### src/rtl/muldiv_ctrl_pkg.sv
// Shared types for the RV32M iterative multiply/divide unit: FSM states,
// funct3 op encodings and operand-signedness helpers.
package muldiv_ctrl_pkg;

    typedef enum logic [2:0] {
        MD_IDLE,
        MD_PREP,
        MD_RUN,
        MD_FIX,
        MD_DONE
    } md_state_e;

    typedef enum logic [2:0] {
        OP_MUL    = 3'b000,
        OP_MULH   = 3'b001,
        OP_MULHSU = 3'b010,
        OP_MULHU  = 3'b011,
        OP_DIV    = 3'b100,
        OP_DIVU   = 3'b101,
        OP_REM    = 3'b110,
        OP_REMU   = 3'b111
    } md_op_e;

    function automatic logic is_signed_a(input md_op_e op);
        return op inside {OP_MULH, OP_MULHSU, OP_DIV, OP_REM};
    endfunction

    function automatic logic is_signed_b(input md_op_e op);
        return op inside {OP_MULH, OP_DIV, OP_REM};
    endfunction

    function automatic logic is_div_op(input md_op_e op);
        return op inside {OP_DIV, OP_DIVU, OP_REM, OP_REMU};
    endfunction

    function automatic logic is_rem_op(input md_op_e op);
        return op inside {OP_REM, OP_REMU};
    endfunction

endpackage

### src/rtl/muldiv_core.sv
// Shift/add multiply and restoring divide datapath: one bit per i_step, sign
// fix-up on i_fix, special divide results on i_special; result is registered.
module muldiv_core
    import muldiv_ctrl_pkg::*;
#(
    parameter int XLEN = 32
) (
    input  logic            clk,
    input  logic            rst,
    input  logic            i_load,
    input  logic [XLEN-1:0] i_op_a,
    input  logic [XLEN-1:0] i_op_b,
    input  md_op_e          i_op,
    input  logic            i_prep,
    input  logic            i_step,
    input  logic            i_special,
    input  logic            i_fix,
    output logic [XLEN-1:0] o_a_raw,
    output logic [XLEN-1:0] o_b_raw,
    output logic [XLEN-1:0] o_result
);

    logic [XLEN-1:0]   r_a;
    logic [XLEN-1:0]   r_b;
    logic [2*XLEN-1:0] r_acc;
    logic              r_neg_a;
    logic              r_neg_b;
    logic [XLEN-1:0]   r_result;

    logic              w_a_neg;
    logic              w_b_neg;
    logic [XLEN-1:0]   w_a_mag;
    logic [XLEN-1:0]   w_b_mag;
    logic              w_is_div;
    logic [XLEN:0]     w_add_x;
    logic [XLEN:0]     w_add_y;
    logic [XLEN+1:0]   w_sum;
    logic [2*XLEN-1:0] w_mul_nxt;
    logic [2*XLEN-1:0] w_div_nxt;
    logic              w_neg_res;
    logic [2*XLEN-1:0] w_prod;
    logic [XLEN-1:0]   w_quo;
    logic [XLEN-1:0]   w_rem;
    logic [XLEN-1:0]   w_fix_res;
    logic [XLEN-1:0]   w_spec_res;

    assign w_a_neg  = is_signed_a(i_op) & r_a[XLEN-1];
    assign w_b_neg  = is_signed_b(i_op) & r_b[XLEN-1];
    assign w_a_mag  = w_a_neg ? -r_a : r_a;
    assign w_b_mag  = w_b_neg ? -r_b : r_b;
    assign w_is_div = is_div_op(i_op);

    // One XLEN+1 adder: hi + mcand for multiply, (rem<<1 | next bit) - divisor for divide.
    assign w_add_x = w_is_div ? r_acc[2*XLEN-1:XLEN-1] : {1'b0, r_acc[2*XLEN-1:XLEN]};
    assign w_add_y = {1'b0, r_b} ^ {(XLEN+1){w_is_div}};
    assign w_sum   = {1'b0, w_add_x} + {1'b0, w_add_y} + {{(XLEN+1){1'b0}}, w_is_div};

    assign w_mul_nxt = r_acc[0] ? {w_sum[XLEN:0], r_acc[XLEN-1:1]}
                                : {1'b0, r_acc[2*XLEN-1:XLEN], r_acc[XLEN-1:1]};
    assign w_div_nxt = w_sum[XLEN+1] ? {w_sum[XLEN-1:0], r_acc[XLEN-2:0], 1'b1}
                                     : {r_acc[2*XLEN-2:0], 1'b0};

    assign w_neg_res = r_neg_a ^ r_neg_b;
    assign w_prod    = w_neg_res ? -r_acc : r_acc;
    assign w_quo     = w_neg_res ? -r_acc[XLEN-1:0] : r_acc[XLEN-1:0];
    assign w_rem     = r_neg_a ? -r_acc[2*XLEN-1:XLEN] : r_acc[2*XLEN-1:XLEN];

    always_comb begin
        w_fix_res = w_rem;
        case (i_op)
            OP_MUL:                        w_fix_res = w_prod[XLEN-1:0];
            OP_MULH, OP_MULHSU, OP_MULHU:  w_fix_res = w_prod[2*XLEN-1:XLEN];
            OP_DIV, OP_DIVU:               w_fix_res = w_quo;
            default:                       w_fix_res = w_rem;
        endcase
    end

    // Divide-by-zero gives all-ones / dividend; signed overflow gives dividend / zero.
    always_comb begin
        if (r_b == '0) w_spec_res = is_rem_op(i_op) ? r_a : '1;
        else           w_spec_res = is_rem_op(i_op) ? '0 : r_a;
    end

    always_ff @(posedge clk) begin
        if (rst) begin
            r_a      <= '0;
            r_b      <= '0;
            r_acc    <= '0;
            r_neg_a  <= 1'b0;
            r_neg_b  <= 1'b0;
            r_result <= '0;
        end else begin
            if (i_load) begin
                r_a <= i_op_a;
                r_b <= i_op_b;
            end
            if (i_prep) begin
                r_b     <= w_b_mag;
                r_acc   <= {{XLEN{1'b0}}, w_a_mag};
                r_neg_a <= w_a_neg;
                r_neg_b <= w_b_neg;
            end
            if (i_step)    r_acc    <= w_is_div ? w_div_nxt : w_mul_nxt;
            if (i_special) r_result <= w_spec_res;
            if (i_fix)     r_result <= w_fix_res;
        end
    end

    assign o_a_raw  = r_a;
    assign o_b_raw  = r_b;
    assign o_result = r_result;

endmodule

### src/rtl/muldiv_ctrl.sv
// RV32M sequencer: IDLE/PREP/RUN/FIX/DONE, done XLEN+3 cycles after start (2 for special divides).
// stall holds execute until the DONE cycle; flush or rst abandons the op with no done.
module muldiv_ctrl
    import muldiv_ctrl_pkg::*;
#(
    parameter int XLEN = 32
) (
    input  logic            clk,
    input  logic            rst,
    input  logic            start,
    input  logic [2:0]      funct3,
    input  logic [XLEN-1:0] op_a,
    input  logic [XLEN-1:0] op_b,
    input  logic            flush,
    output logic            stall,
    output logic            done,
    output logic [XLEN-1:0] result
);

    localparam int              CW   = $clog2(XLEN);
    localparam logic [CW-1:0]   LAST = CW'(XLEN - 1);
    localparam logic [XLEN-1:0] MINV = {1'b1, {(XLEN-1){1'b0}}};

    md_state_e       r_state;
    md_state_e       w_next;
    md_op_e          r_op;
    logic [CW-1:0]   r_cnt;

    logic            w_load;
    logic            w_prep;
    logic            w_step;
    logic            w_fix;
    logic            w_special;
    logic            w_is_special;
    logic [XLEN-1:0] w_a_raw;
    logic [XLEN-1:0] w_b_raw;

    assign w_is_special = is_div_op(r_op) &
                          ((w_b_raw == '0) |
                           (is_signed_a(r_op) & (w_a_raw == MINV) & (w_b_raw == '1)));

    always_comb begin
        w_next    = r_state;
        stall     = 1'b0;
        w_load    = 1'b0;
        w_prep    = 1'b0;
        w_step    = 1'b0;
        w_fix     = 1'b0;
        w_special = 1'b0;
        case (r_state)
            MD_IDLE: begin
                stall = start;
                if (start && !flush) begin
                    w_load = 1'b1;
                    w_next = MD_PREP;
                end
            end
            MD_PREP: begin
                stall = 1'b1;
                if (flush) begin
                    w_next = MD_IDLE;
                end else if (w_is_special) begin
                    w_special = 1'b1;
                    w_next    = MD_DONE;
                end else begin
                    w_prep = 1'b1;
                    w_next = MD_RUN;
                end
            end
            MD_RUN: begin
                stall = 1'b1;
                if (flush) begin
                    w_next = MD_IDLE;
                end else begin
                    w_step = 1'b1;
                    if (r_cnt == LAST) w_next = MD_FIX;
                end
            end
            MD_FIX: begin
                stall = 1'b1;
                if (flush) begin
                    w_next = MD_IDLE;
                end else begin
                    w_fix  = 1'b1;
                    w_next = MD_DONE;
                end
            end
            MD_DONE: w_next = MD_IDLE;
            default: w_next = MD_IDLE;
        endcase
    end

    always_ff @(posedge clk) begin
        if (rst) begin
            r_state <= MD_IDLE;
            r_op    <= OP_MUL;
            r_cnt   <= '0;
        end else begin
            r_state <= w_next;
            if (w_load) r_op <= md_op_e'(funct3);
            if (r_state == MD_PREP) r_cnt <= '0;
            else if (w_step)        r_cnt <= r_cnt + 1'b1;
        end
    end

    assign done = (r_state == MD_DONE);

    muldiv_core #(.XLEN(XLEN)) u_core (
        .clk       (clk),
        .rst       (rst),
        .i_load    (w_load),
        .i_op_a    (op_a),
        .i_op_b    (op_b),
        .i_op      (r_op),
        .i_prep    (w_prep),
        .i_step    (w_step),
        .i_special (w_special),
        .i_fix     (w_fix),
        .o_a_raw   (w_a_raw),
        .o_b_raw   (w_b_raw),
        .o_result  (result)
    );

endmodule

### config.mk
export PLATFORM = sky130hd
export DESIGN_NAME = muldiv_ctrl
export DESIGN_NICKNAME = d
export VERILOG_FILES = /design/src/rtl/muldiv_ctrl_pkg.sv /design/src/rtl/muldiv_core.sv /design/src/rtl/muldiv_ctrl.sv
export SDC_FILE = /design/constraint.sdc
export NUM_CORES = 1
export LEC_CHECK = 0
export BUFFER_PORTS_ARGS = -buffer_cell sky130_fd_sc_hd__buf_2
export CORE_MARGIN = 3
export CORE_UTILIZATION = 40
export CTS_CLUSTER_SIZE = 20
export DETAILED_ROUTE_END_ITERATION = 12
export PLACE_DENSITY_LB_ADDON = 0.1
export REMOVE_ABC_BUFFERS = 1
export SYNTH_ARGS = -nofsm -noshare
export SYNTH_HDL_FRONTEND = slang
export SYNTH_SLANG_ARGS = --single-unit
### constraint.sdc
create_clock -name clk -period 4.4 [get_ports clk]
set_input_delay 0.22 -clock clk [delete_from_list [all_inputs] [get_ports clk]]
set_output_delay 0.22 -clock clk [all_outputs]
set_load 0.01 [all_outputs]
# [Word-level counts from Yosys, hierarchy flattened]
# Index checks and enable logic that the tools add are counted.
[totals] register_bits=173 latch_bits=0 ram_bits=0 romBits=0 in_bits=71 output_inout_bits=34 wordCells=98 n_memories=0
[classes] n_addsub=8 n_mul=0 div_mod_pow=0 order_cmp=0 eq_ne=17 shift=0 mux=38 bitwise_logic=8 n_reduce_logical=18
[ops] cell="two-way mux 64 bit" count=6
[ops] cell="two-way mux 32 bit" count=11
[ops] cell="negator 32 bit" count=4
[ops] cell="case mux 32 bit (3 select lines)" count=1
[ops] cell="equality test 32 bit (second input constant)" count=2
[ops] cell="negator 64 bit" count=1
[ops] cell="adder 33 x 33 -> 34 bit" count=1
[ops] cell="adder 34 x 1 -> 34 bit" count=1
[ops] cell="two-way mux 33 bit" count=1
[ops] cell="bitwise XOR 32 x 33 -> 33 bit" count=1
[ops] cell="logical NOT 32 bit" count=1
[ops] cell="two-way mux 3 bit" count=6
[ops] cell="equality test 3 bit (second input constant)" count=5
[ops] cell="equality test 3 x 2 -> 1 bit (second input constant)" count=4
[ops] cell="case mux 3 bit (4 select lines)" count=1
[ops] cell="two-way mux 1 bit" count=11
[ops] cell="nonzero test 2 bit" count=4
[ops] cell="nonzero test 4 bit" count=2
[ops] cell="equality test 3 x 1 -> 1 bit (second input constant)" count=2
[ops] cell="logical NOT 3 bit" count=2
[ops] cell="OR reduction 3 bit" count=2
[ops] cell="adder 5 x 1 -> 5 bit (second input constant)" count=1
[ops] cell="bitwise AND 1 bit" count=5
[ops] cell="equality test 5 bit (second input constant)" count=1
[ops] cell="10 further kinds" count=13

# [Depth between registers and ports, before layout]
[depth] word_depth=11 mapped_depth=19 mapped_depth_nobuf=12

# [By module]
# A second synthesis with hierarchy kept.
[hier_totals] hier_cells=2008 area_unflattened_um2=14686.6
[modules_own_cells] module="muldiv_core" instances=1 cells_each=1915 area_each_um2=13902.1 seq_area_each_um2=3243.1
[modules_own_cells] module="muldiv_ctrl" instances=1 cells_each=93 area_each_um2=784.5 seq_area_each_um2=220.2

# [Least setup slack after synthesis]
# OpenSTA, ideal clock, no wires.
[synth_timing] path_type="register to register" startpoint="register r_op[2]" endpoint="register u_core.r_acc[61]" setup_ns=0.117 arrival_time_ns=4.640 t_required_ns=4.283 slack_ns=-0.357 stages_incl_launch_ff=17 n_path_buf=5 period_less_slack_ns=4.757 path_cell_list="dfxtp_1 > buf_2 > clkbuf_1 > buf_1 > clkbuf_1 > clkbuf_1 > xor2_1 > fa_1 > a21o_1 > a221oi_1 > a21oi_1 > o31a_1 > a21oi_1 > o41ai_1 > xor2_1 > a211o_1 > a32o_1"
[synth_between] elab_chain_len=10 elab_cells_between_ends=24 classes_between="add/sub (2); eq/ne (6); mux (8); bitwise (5); reduce/logical (3)"
[synth_lines] element="start: declaration" line_no="muldiv_ctrl.sv:26" source="md_op_e r_op;"
[synth_lines] element="start signal: assignment" line_no="muldiv_ctrl.sv:100" source="if (w_load) r_op <= md_op_e'(funct3);"
[synth_lines] element="branches (longest 10 deep; another with adder 33 x 33 -> 34 bit)"
[synth_lines] element="end signal: assignment" line_no="muldiv_core.sv:99" source="r_acc <= {{XLEN{1'b0}}, w_a_mag};"
[synth_lines] element="end signal: assignment" line_no="muldiv_core.sv:103" source="if (i_step) r_acc <= w_is_div ? w_div_nxt : w_mul_nxt;"
[synth_lines] element="end: declaration" line_no="muldiv_core.sv:25" source="logic [2*XLEN-1:0] r_acc;"
# Parallel ways; which one is timed is not known.
# A chain may end at the register's enable or synchronous reset.

# [Worst setup path after layout]
[layout_timing] startpoint="register u_core.r_b[23] (netlist: u_core.o_b_raw[23])" endpoint="register u_core.r_b[22] (netlist: u_core.o_b_raw[22])"
[layout_between] elab_chain_len=9 elab_cells_between_ends=12 classes_between="eq/ne (2); mux (4); bitwise (3); reduce/logical (3)"
[layout_lines] element="start: declaration" line_no="muldiv_core.sv:24" source="logic [XLEN-1:0] r_b;"
[layout_lines] element="start signal: assignment" line_no="muldiv_core.sv:95" source="r_b <= i_op_b;"
[layout_lines] element="start signal: assignment" line_no="muldiv_core.sv:98" source="r_b <= w_b_mag;"
[layout_lines] element="equality test 32 bit" line_no="muldiv_ctrl.sv:40" source="(is_signed_a(r_op) & (w_a_raw == MINV) & (w_b_raw == '1)));"
[layout_lines] element="bitwise AND 1 bit" line_no="muldiv_ctrl.sv:40"
[layout_lines] element="bitwise OR 1 bit *" line_no="muldiv_ctrl.sv:39" source="((w_b_raw == '0) |"
[layout_lines] element="bitwise AND 1 bit *" line_no="muldiv_ctrl.sv:38" source="assign w_is_special = is_div_op(r_op) &"
[layout_lines] element="two-way mux 1 bit *" line_no="muldiv_ctrl.sv:62" source="end else if (w_is_special) begin"
[layout_lines] element="two-way mux 1 bit *" line_no="muldiv_ctrl.sv:60" source="if (flush) begin"
[layout_lines] element="two-way mux 1 bit *" line_no="muldiv_ctrl.sv:50" source="case (r_state)"
[layout_lines] element="inequality test 2 bit (no line) / nonzero test 2 bit (equally long branches)"
[layout_lines] element="AND reduction 2 bit (no line)"
# Mark *: on every way between the ends. The rest lies on a longest branch, timed or not.

==> results_dict.tcl <==
set metrics [dict create \
    status "complete, no violations" \
    synth_top_area_cell "dfxtp_1" \
    yosysUniqueCellTypes 82 \
    drt_pass1_iterations 6 \
    final.fill_count 3743 \
    synth.area.top_cells "dfxtp_1 24%, a21oi_1 9.0%, nand2_1 5.8%, xor2_1 5.7%, nor2_1 4.6%" \
    dp_cells 2441 \
    hold_path_class "input pin to flip-flop" \
    critPathLaunchType "flip-flop" \
    die_w_um 196 \
    dp_slack_ns 0.247 \
    p_comb_share_pct 19.7 \
    worst_r2r_startpoint "u_core.o_b_raw[23]" \
    arrival_ns 4.28 \
    synth.cell_area_mm2 0.0145 \
    final_cells 2496 \
    worst_pin_slew_ns 0.899 \
    initialDrtViolationCount 1179 \
    path_clk_slew_ns 0.07 \
    dieArea_mm2 0.0385 \
    nNetsFinal 2132 \
    leakagePower_nw 6.13 \
    drtAntennaViolNets 0 \
    ys_ff_latch 173 \
    yosys_warnings 0 \
    clkLatencyLatePin_ns 0.46 \
    cts_sinks 173 \
    path_buf_inv 1 \
    cts_tree "built" \
    clock.fmax_mhz 253 \
    dp_hpwl_um 41700 \
    rows 69 \
    avgSynthCellArea_um2 7.21 \
    path_cells "or3_1 > or3_1 > nor4_2 > a31o_2 > a21oi_4 > and3_1 > or2_4 > nand2b_1 > buf_4 > o32ai_1" \
    synth_top_area_share_pct 23.9 \
    port_buffers 104 \
    top_layer "met4" \
    cts.path.max_buffers 2 \
    rsz0062_at_grt "false" \
    grt_overflow 0 \
    place_congestion 0.985 \
    wl_per_cell_um 22.7 \
    met2_length_um 26200 \
    drc 0 \
    min-delay-start "op_a[10]" \
    internal_power_w 0.00273 \
    ios 105 \
    ys.flop_type "dfxtp_1" \
    end_kind "flip-flop" \
    grt.total_usage_pct 28.8 \
    cts_made_buffers 17 \
    yosysSeqAreaShare_pct 23.9 \
    powerDensity_mw_per_mm2 249 \
    clock_skew_ns 0.0105 \
    power_switching_w 0.00129 \
    cts-htree-levels 4 \
    finalPower_w 0.00401 \
    antenna_found_initial 1 \
    viasPerCell 6.19 \
    ir_drop_uv 265 \
    maxCapViolations 0 \
    p_clk_share_pct 38.4 \
    reg2reg_to "u_core.o_b_raw[22]" \
    power_frac_seq_pct 41.9 \
    slew_viol_final 0 \
    crit_path_frequent_cell "or3_1" \
    synth_edf_count 0 \
    async_flop_share_pct 0 \
    slew_headroom_pct 38.5 \
    grt_pass1_wl_um 87100 \
    period_share_pct 89.8 \
    grt_max_degree 57 \
    holdPathStages 3 \
    drt_wl_total_um 56600 \
    utilization_pct 45.3 \
    worstSetupPathType "flip-flop to flip-flop" \
    die_h_um 196 \
    crit_fanout 12 \
    holdWs_ns 0.0166 \
    cp.required_ns 4.73 \
    grt_pass1_vias 14500 \
    reg2reg_slack_ns 0.45 \
    root_buffer "clkbuf_16" \
    antenna_cells 0 \
    critical_path.top_delay_family "simple AND/OR/NAND/NOR gates" \
    vias 15400 \
    layout_min_cycle_time_ns 3.95 \
    hold_viol 0 \
    wl_met3_um 2960 \
    syn_inst 2009 \
    area_growth_pct 11.5 \
    worstRegToRegCells 10 \
    design.core.area_mm2 0.0357 \
    switching_share_pct 32.0 \
    start_util_pct 40.6 \
    cp_slowest_cell "nor4_2" \
    drive_gt1_share_pct 12.6 \
    setup_viol 0 \
    min_to "u_core.o_a_raw[10]" \
    slowest_delay_ns 0.68 \
    wl_met1_um 24300 \
    fin_ws_ns 0.447 \
]
[cell usage in the layout (no fill, tap or decap), drive strengths merged, types with 14 or more instances in the layout]
master,netlist,routed
o21ai,99,99
nand4,30,30
xor2,94,94
nand3,30,30
a31oi,19,19
mux2,31,31
clkbuf,162,22
and2,17,17
a221oi,14,14
o32ai,20,20
dfxtp,173,173
o31ai,22,22
ha,38,38
nor2,177,177
nor4,27,27
buf,32,166
nand2,222,222
dlygate4sd3,0,22
a21o,24,24
or3,21,21
or4,18,18
mux2i,41,41
o211ai,20,20
inv,42,44
o221ai,17,17
a21oi,262,262
xnor2,74,74
a211oi,47,47
nor3,65,65
[routing by layer]
| layer | up-vias | GRT usage, % |
|---|---|---|
| li1 | 7355 | - |
| met1 | 7406 | 37.2 |
| met2 | 566 | 47.2 |
| met3 | 114 | 3.49 |
| met4 | 0 | 15.2 |
| met5 | - | 0 |
[area by class of cell]
type	count	area (um2)	area share [%]
clock buffers	22	454	2.81
clock inverters	10	114	0.705
inverters	42	158	0.976
multi-input cells	1600	10100	62.7
flip-flops and latches	173	3470	21.5
well taps	461	577	3.57
repair buffers	188	1250	7.72
[metrics by stage]
step | instance area, um2 | TNS [ns]
after floorplan | 13700 | -314.99
after global placement | 15300 | 0
after detailed placement | 15300 | 0
after CTS | 16100 | 0
after global routing | 16100 | 0
final | 16100 | 0
[worst max path at each step]
stage	to	startpoint	cells after the start	slack (ns)
floorplan	u_core.r_acc[63]	r_op[2]	9	-3.27
detailed placement	u_core.r_acc[63]	r_op[2]	11	0.25
CTS	u_core.r_acc[63]	r_op[2]	11	0.23
global route	u_core.r_acc[63]	u_core.r_acc[38]	12	0.14
finish	u_core.o_b_raw[22]	u_core.o_b_raw[23]	10	0.45
global placement	u_core.r_acc[63]	r_op[2]	11	0.31
[cells in the mapped netlist, drive strengths merged (7+ instances only)]
| cell type | count |
|---|---|
| nor2b | 7 |
| nor3b | 9 |
| o2111ai | 7 |
| a21o | 24 |
| mux2i | 41 |
| a221oi | 14 |
| nor4 | 27 |
| nand4 | 30 |
| a21oi | 262 |
| or2 | 9 |
| a211oi | 47 |
| a31oi | 19 |
| nor3 | 65 |
| clkbuf | 162 |
| o221ai | 17 |
| xor2 | 94 |
| buf | 32 |
| o31ai | 22 |
| inv | 42 |
| and2 | 17 |
| a22o | 11 |
| or4 | 18 |
| o21bai | 8 |
| nor2 | 177 |
| dfxtp | 173 |
| and3 | 11 |
| or3 | 21 |
| nand2b | 9 |
| o211ai | 20 |
| o32ai | 20 |
| o21ai | 99 |
| ha | 38 |
| o22ai | 10 |
| o41ai | 10 |
| mux2 | 31 |
| xnor2 | 74 |
| nand2 | 222 |
| a311oi | 11 |
| nand3 | 30 |
[what timing repair did]
action | CTS | global route
hold endpoints to repair | 22 | 0
resized for setup | 0 | 1
endpoints found under the setup margin | 0 | 3
setup buffers | 0 | 1
hold buffers | 22 | 0
[power groups by stage]
stage	logic [W]	clock network (W)	registers, W
after detailed placement	0.000761	0	0.00172
after CTS	0.000779	0.00158	0.00168
after global routing	0.000860	0.00163	0.00169
after global placement	0.000756	0	0.00172
final	0.000792	0.00154	0.00168
after floorplan	0.000465	0	0.00170
[worst min-delay path: cells and delay by family]
kind                   cells  cell delay (ns)
AO/OA/AOI/OAI              1             0.05
buffers and inverters      1             0.10
AND/OR/NAND/NOR            1             0.05
[kinds of logic after synthesis]
logic type                 share of synthesized area (%)
AOI/OAI and AO/OA                                   28.6
xor gates and xnor gates                            10.2
adders and majority gates                           3.49
buffers and inverters                               6.40
DFF                                                 23.9
muxes                                               5.25
and+or+nand+nor                                     22.2
[sequential cells by signal, summed over array words and instances (netlist names)]
| register | cells |
|---|---|
| u_core.r_acc | 64 |
| r_op | 3 |
| u_core.o_result | 32 |
| u_core.r_neg_a | 1 |
| u_core.o_a_raw | 32 |
| r_cnt | 5 |
| r_state | 3 |
| u_core.r_neg_b | 1 |
| u_core.o_b_raw | 32 |
Power figures use the tool's default switching activity.
